`src/rtl/dds_wave_gen.sv`:
```
// Direct digital synthesis waveform generator: phase accumulator, glitch-free
// config handoff at phase wrap, and a 3-stage waveform/scale/output pipeline.
module dds_wave_gen #(
  parameter int PHASE_W = 32,
  parameter int DATA_W  = 14
) (
  input  logic               clk,
  input  logic               rst,
  input  logic               I_en,
  input  logic               I_cfg_valid,
  output logic               I_cfg_ready,
  input  logic [PHASE_W-1:0] I_cfg_ftw,
  input  logic [1:0]         I_cfg_wave,
  input  logic [8:0]         I_cfg_amp,
  output logic [DATA_W-1:0]  O_data,
  output logic               O_valid,
  output logic               O_wrap
);

  localparam int                PROD_W    = DATA_W + 10;
  localparam logic [DATA_W-1:0] MIDSCALE  = {1'b1, {(DATA_W-1){1'b0}}};
  localparam logic [8:0]        AMP_UNITY = 9'd256;
  localparam logic [1:0]        WAVE_SAW  = 2'd0;
  localparam logic [1:0]        WAVE_TRI  = 2'd1;
  localparam logic [1:0]        WAVE_SQR  = 2'd2;
  localparam logic [1:0]        WAVE_DC   = 2'd3;

  function automatic logic [8:0] sat_amp(input logic [8:0] amp);
    return (amp > AMP_UNITY) ? AMP_UNITY : amp;
  endfunction

  function automatic logic [DATA_W-1:0] scale_out(input logic signed [PROD_W-1:0] prod);
    return DATA_W'(prod >>> 8) ^ MIDSCALE;
  endfunction

  // top holds phase[PHASE_W-1 -: DATA_W+1]; top[DATA_W] is the half-period flag
  function automatic logic [DATA_W-1:0] raw_sample(input logic [DATA_W:0] top,
                                                   input logic [1:0]      wave);
    logic [DATA_W-1:0] r;
    case (wave)
      WAVE_SAW: r = top[DATA_W -: DATA_W];
      WAVE_TRI: r = top[DATA_W] ? ~top[DATA_W-1:0] : top[DATA_W-1:0];
      WAVE_SQR: r = top[DATA_W] ? '0 : '1;
      WAVE_DC:  r = MIDSCALE;
      default:  r = MIDSCALE;
    endcase
    return r;
  endfunction

  logic [PHASE_W-1:0] phase;
  logic [PHASE_W-1:0] ftw_act;
  logic [1:0]         wave_act;
  logic [8:0]         amp_act;
  logic [PHASE_W-1:0] ftw_pend;
  logic [1:0]         wave_pend;
  logic [8:0]         amp_pend;
  logic               pending_full;

  logic [PHASE_W:0]   sum;
  logic               carry;
  logic               accept;
  logic               apply;

  logic [DATA_W-1:0]  r_p0;
  logic [8:0]         amp_p0;
  logic               vld_p0;
  logic signed [PROD_W-1:0] s_ext_p0;
  logic signed [PROD_W-1:0] a_ext_p0;
  logic signed [PROD_W-1:0] prod_p1;
  logic               vld_p1;
  logic               vld_p2;

  assign sum         = {1'b0, phase} + {1'b0, ftw_act};
  assign carry       = I_en & sum[PHASE_W];
  assign accept      = I_cfg_valid & ~pending_full;
  // A stopped accumulator never wraps, so a zero ftw takes new config immediately
  assign apply       = pending_full & (carry | (ftw_act == '0));
  assign I_cfg_ready = ~pending_full;

  always_ff @(posedge clk or posedge rst) begin
    if (rst) begin
      phase        <= '0;
      ftw_act      <= '0;
      wave_act     <= WAVE_DC;
      amp_act      <= AMP_UNITY;
      pending_full <= 1'b0;
      O_wrap       <= 1'b0;
    end else begin
      if (I_en) begin
        phase <= sum[PHASE_W-1:0];
      end
      O_wrap <= carry;
      if (apply) begin
        ftw_act      <= ftw_pend;
        wave_act     <= wave_pend;
        amp_act      <= amp_pend;
        pending_full <= 1'b0;
      end else if (accept) begin
        pending_full <= 1'b1;
      end
    end
  end

  always_ff @(posedge clk) begin
    if (accept) begin
      ftw_pend  <= I_cfg_ftw;
      wave_pend <= I_cfg_wave;
      amp_pend  <= I_cfg_amp;
    end
  end

  // Stage p0: waveform lookup, amplitude travels alongside its sample
  always_ff @(posedge clk or posedge rst) begin
    if (rst) begin
      r_p0   <= MIDSCALE;
      amp_p0 <= AMP_UNITY;
      vld_p0 <= 1'b0;
    end else if (I_en) begin
      r_p0   <= raw_sample(phase[PHASE_W-1 -: DATA_W+1], wave_act);
      amp_p0 <= sat_amp(amp_act);
      vld_p0 <= 1'b1;
    end
  end

  assign s_ext_p0 = {{10{~r_p0[DATA_W-1]}}, ~r_p0[DATA_W-1], r_p0[DATA_W-2:0]};
  assign a_ext_p0 = {{(DATA_W+1){1'b0}}, amp_p0};

  // Stage p1: signed multiply at full width
  always_ff @(posedge clk or posedge rst) begin
    if (rst) begin
      prod_p1 <= '0;
      vld_p1  <= 1'b0;
    end else if (I_en) begin
      prod_p1 <= s_ext_p0 * a_ext_p0;
      vld_p1  <= vld_p0;
    end
  end

  // Stage p2: shift back to unity scale and return to offset binary
  always_ff @(posedge clk or posedge rst) begin
    if (rst) begin
      O_data <= MIDSCALE;
      vld_p2 <= 1'b0;
    end else if (I_en) begin
      O_data <= scale_out(prod_p1);
      vld_p2 <= vld_p1;
    end
  end

  assign O_valid = vld_p2;

endmodule

```
`config.mk`:
```
export PLATFORM = sky130hd
export DESIGN_NAME = dds_wave_gen
export DESIGN_NICKNAME = d
export VERILOG_FILES = /design/src/rtl/dds_wave_gen.sv
export SDC_FILE = /design/constraint.sdc
export NUM_CORES = 1
export LEC_CHECK = 0
export ABC_CLOCK_PERIOD_IN_PS = 7700
export BUFFER_PORTS_ARGS = -buffer_cell sky130_fd_sc_hd__clkbuf_2
export CORE_MARGIN = 2
export CORE_UTILIZATION = 63
export DETAILED_ROUTE_END_ITERATION = 6
export GPL_TIMING_DRIVEN = 0
export PLACE_DENSITY = 0.82
export REMOVE_ABC_BUFFERS = 1
export SYNTH_ARGS = -nofsm -noshare
export SYNTH_HDL_FRONTEND = slang
export SYNTH_SLANG_ARGS = --single-unit
```
`constraint.sdc`:
```
create_clock -name clk -period 7.7 [get_ports clk]
set_input_delay 0.385 -clock clk [delete_from_list [all_inputs] [get_ports clk]]
set_output_delay 0.385 -clock clk [all_outputs]
set_load 0.01 [all_outputs]
```
==> metrics.md <==
| Metric | Value |
|---|---|
| First-pass GRT wire length | around 40000 µm |
| Clock buffer count from CTS | 17 |
| Area grow syn2layout | 9.01% |
| Via density | around 5.7 |
| Finish-stage setup viols | 0 |
| Worst Tran Pin Value | 0.838 ns |
| Clock Path Buffers | 2 |
| DRT iter0 DRCs | 529 |
| First-pass DRT Iterations | 5 |
| Core Rows | a little over 50 |
| Initial antenna violation count | 0 |
| Routed wire length | ~24000 µm |
| Post-Syn Instances | 1163 |
| Clock sinks | about 170 |
| GPL Wtd Cong | about 0.84 |
| Setup TNS | 0 ns |
| H-tree depth | 4 |
| Final Max Tran Viols | 0 |
| Total Nets Final | ~1400 |
| Final Worst Setup Slack | roughly 1.8 ns |
| Maxcap violations | 0 |
| Post-DP HPWL | 17400 µm |
| Count of inserted antenna diode cells | 0 |
| Period minus WS final | between 5 and 6 ns |
| CORE AREA | 19400 µm² |
| Max frequency | 171 MHz |
| CP Class | reg -> reg |
| Clk root buf | clkbuf_16 |
| Fin Clk Skew | 0.0135 ns |
| Hold Crit Class | in -> reg |
| CTS clk-pin slew, worst paths | roughly 0.070 ns |
| Relative slew slack | 0.427 |
| Hold Vio Cnt, Final | 0 |
| Seq cells post-synth | ~170 |
| Worst Path Required | 8.00 ns |
| Dominant synthesized flop cell | dfrtp_1 |
| Post-CTS Setup Bufs | 0 |
| Number of distinct library cells after synthesis | just under 60 |
| Resize count post-CTS | 0 |
| Initial Util | 0.641 |
| CP arrival | between 6 and 7 ns |
| Gr usage total | 0.248 |
| Max Fanout on Critical Path | 15 |
| Status | completed |
| Post-place setup slack | 1.85 ns |
| Routed WL per cell | between 15 and 20 µm |
| Asr flop ratio synth | 0.753 |
| Critical path endpoint category | register |
| Width of the die | ~140 µm |
| Final period util | 0.760 |
| I/O Pins | 64 |
| FILL cells | around 1400 |
| IO Port Bufs | 63 |
| Antenna viol nets, final | 0 |
| Mean Syn Cell Area | around 11 µm² |
| GRT overflow | 0 |
| CTS Hold Bufs | 1 |
| Number of global-route vias before repair | 8686 |
| Vias | 8395 |
| EDFF count, synth | between 40 and 50 |
| Largest net degree at the start of global routing | 88 |
| Share of cells above drive strength 1 | 0.145 |
| TritonCTS clock tree | built |
| Startpoint Class | register |
| Die area | roughly 21000 µm² |
| RSZ-0062 raised after global routing | no |
| Post-Syn Area | approximately 12000 µm² |
| Synth warnings | 0 |
| Sequential area share after synthesis | 0.368 |
| Clock Latency Late Sink | 0.43 ns |
| Die height | around 140 µm |
| DRC | 0 |
==> cell usage in the layout, fill, tap and decap left out, drive strengths merged, types with 3 or more instances in the layout <==
| master | Yosys | final |
|---|---|---|
| a211o | 3 | 3 |
| a211oi | 17 | 17 |
| a21boi | 3 | 3 |
| a21o | 13 | 13 |
| a21oi | 49 | 49 |
| a41oi | 4 | 4 |
| and2 | 64 | 64 |
| and3 | 3 | 3 |
| and4 | 4 | 4 |
| buf | 15 | 4 |
| clkbuf | 40 | 84 |
| clkinv | 0 | 3 |
| dfrtp | 125 | 125 |
| dfstp | 6 | 6 |
| edfxtp | 43 | 43 |
| fa | 101 | 101 |
| ha | 78 | 78 |
| inv | 135 | 142 |
| mux2 | 91 | 91 |
| nand2 | 87 | 87 |
| nand2b | 12 | 12 |
| nand3 | 11 | 11 |
| nand4 | 9 | 9 |
| nor2 | 71 | 71 |
| nor2b | 4 | 4 |
| nor3 | 23 | 23 |
| nor4 | 9 | 9 |
| o211ai | 3 | 3 |
| o21a | 11 | 11 |
| o21ai | 26 | 26 |
| o21bai | 9 | 9 |
| o22ai | 7 | 7 |
| o2bb2ai | 3 | 3 |
| o31ai | 6 | 6 |
| xnor2 | 44 | 44 |
| xor2 | 15 | 15 |
==> stage by stage <==
stage	instances	util	instance area [µm²]	hold slack [ns]
2_1_floorplan	1108	-	12200	0.392
3_3_place_gp	1436	0.662	12800	0.403
3_5_place_dp	1439	0.667	12900	0.407
4_1_cts	1472	0.698	13500	0.113
5_1_grt	1473	0.699	13600	0.117
6_report	1473	0.699	13600	0.128
==> routing by layer <==
metal  routed length, µm  GRT usage  vias up
met5                   0          0        -
met4                 697     0.0971        0
met3                 681     0.0308       51
met2               12100      0.433      176
met1               10100      0.317     4208
li1                    -          -     3960
==> cells by family after synthesis <==
family | share of synthesized area
AND/OR/NAND/NOR | 0.119
buffers and inverters | 0.0601
adder cells (fa/ha/maj) | 0.241
flip-flops | 0.368
AO/OA/AOI/OAI | 0.0877
multiplexers | 0.0824
XOR/XNOR | 0.0416
==> synthesized netlist by cell type (13+ instances only) <==
library cell / count / area share
inv_1: 134 / 0.040
nor2_1: 71 / 0.021
fa_1: 101 / 0.16
dfrtp_1: 125 / 0.25
mux2_1: 30 / 0.027
o21ai_0: 23 / 0.0093
a21oi_1: 49 / 0.020
xor2_1: 15 / 0.011
xnor2_1: 44 / 0.031
a21o_1: 13 / 0.0078
and2_1: 64 / 0.032
edfxtp_1: 43 / 0.10
a211oi_1: 16 / 0.0097
mux2_2: 61 / 0.055
nor3_1: 23 / 0.0093
nand2_1: 87 / 0.026
clkbuf_1: 38 / 0.011
ha_1: 78 / 0.078
==> flip-flops by register name, summed over array words and instances (netlist names), 2 cells and up <==
name and cells:
O_data 14, amp_act 9, amp_p0 9, amp_pend 9, ftw_act 32, ftw_pend 32
phase 32, prod_p1 14, r_p0 14, wave_act 2, wave_pend 2
==> area by class of cell <==
cell class / instances / area [µm²] / share of cell area
inverters: 135 / 512 / 0.0378
clock buffers: 21 / 503 / 0.0371
well taps: 265 / 332 / 0.0245
multi-input cells: 799 / 7120 / 0.525
clock inverters: 11 / 90.1 / 0.00665
flip-flops and latches: 174 / 4580 / 0.338
repair buffers: 68 / 423 / 0.0312
==> critical path, cell delays in order (launching register included) <==
cell and delay [ns]:
dfrtp_1 0.70, nand2_1 0.16, fa_1 0.56, inv_1 0.05
fa_1 0.48, fa_1 0.55, fa_1 0.56, inv_1 0.06
fa_1 0.53, inv_1 0.04, ha_1 0.34, a21o_1 0.21
a221o_1 0.38, nor4_1 0.21, a21oi_1 0.18, a41oi_1 0.37
o21bai_1 0.12, xnor2_1 0.15, a21oi_1 0.08
==> path summary, 6_finish.rpt <==
check / cells after the start / slack, ns / end / start
worst max-delay path: 18 / 1.85 / prod_p1[21] / amp_p0[1]
max in group asynchronous: 4 / 6.40 / wave_act[0] / rst
worst min-delay path: 1 / 0.13 / ftw_pend[0] / I_cfg_ftw[0]
worst max register to register: 18 / 1.85 / prod_p1[21] / amp_p0[1]
min in group asynchronous: 3 / 0.51 / phase[0] / rst
worst min register to register: 1 / 0.42 / O_data[13] / prod_p1[21]
Power is left out: the tool's default activity adds up to more than one toggle a clock period on the data nets, which glitch-free logic cannot reach.
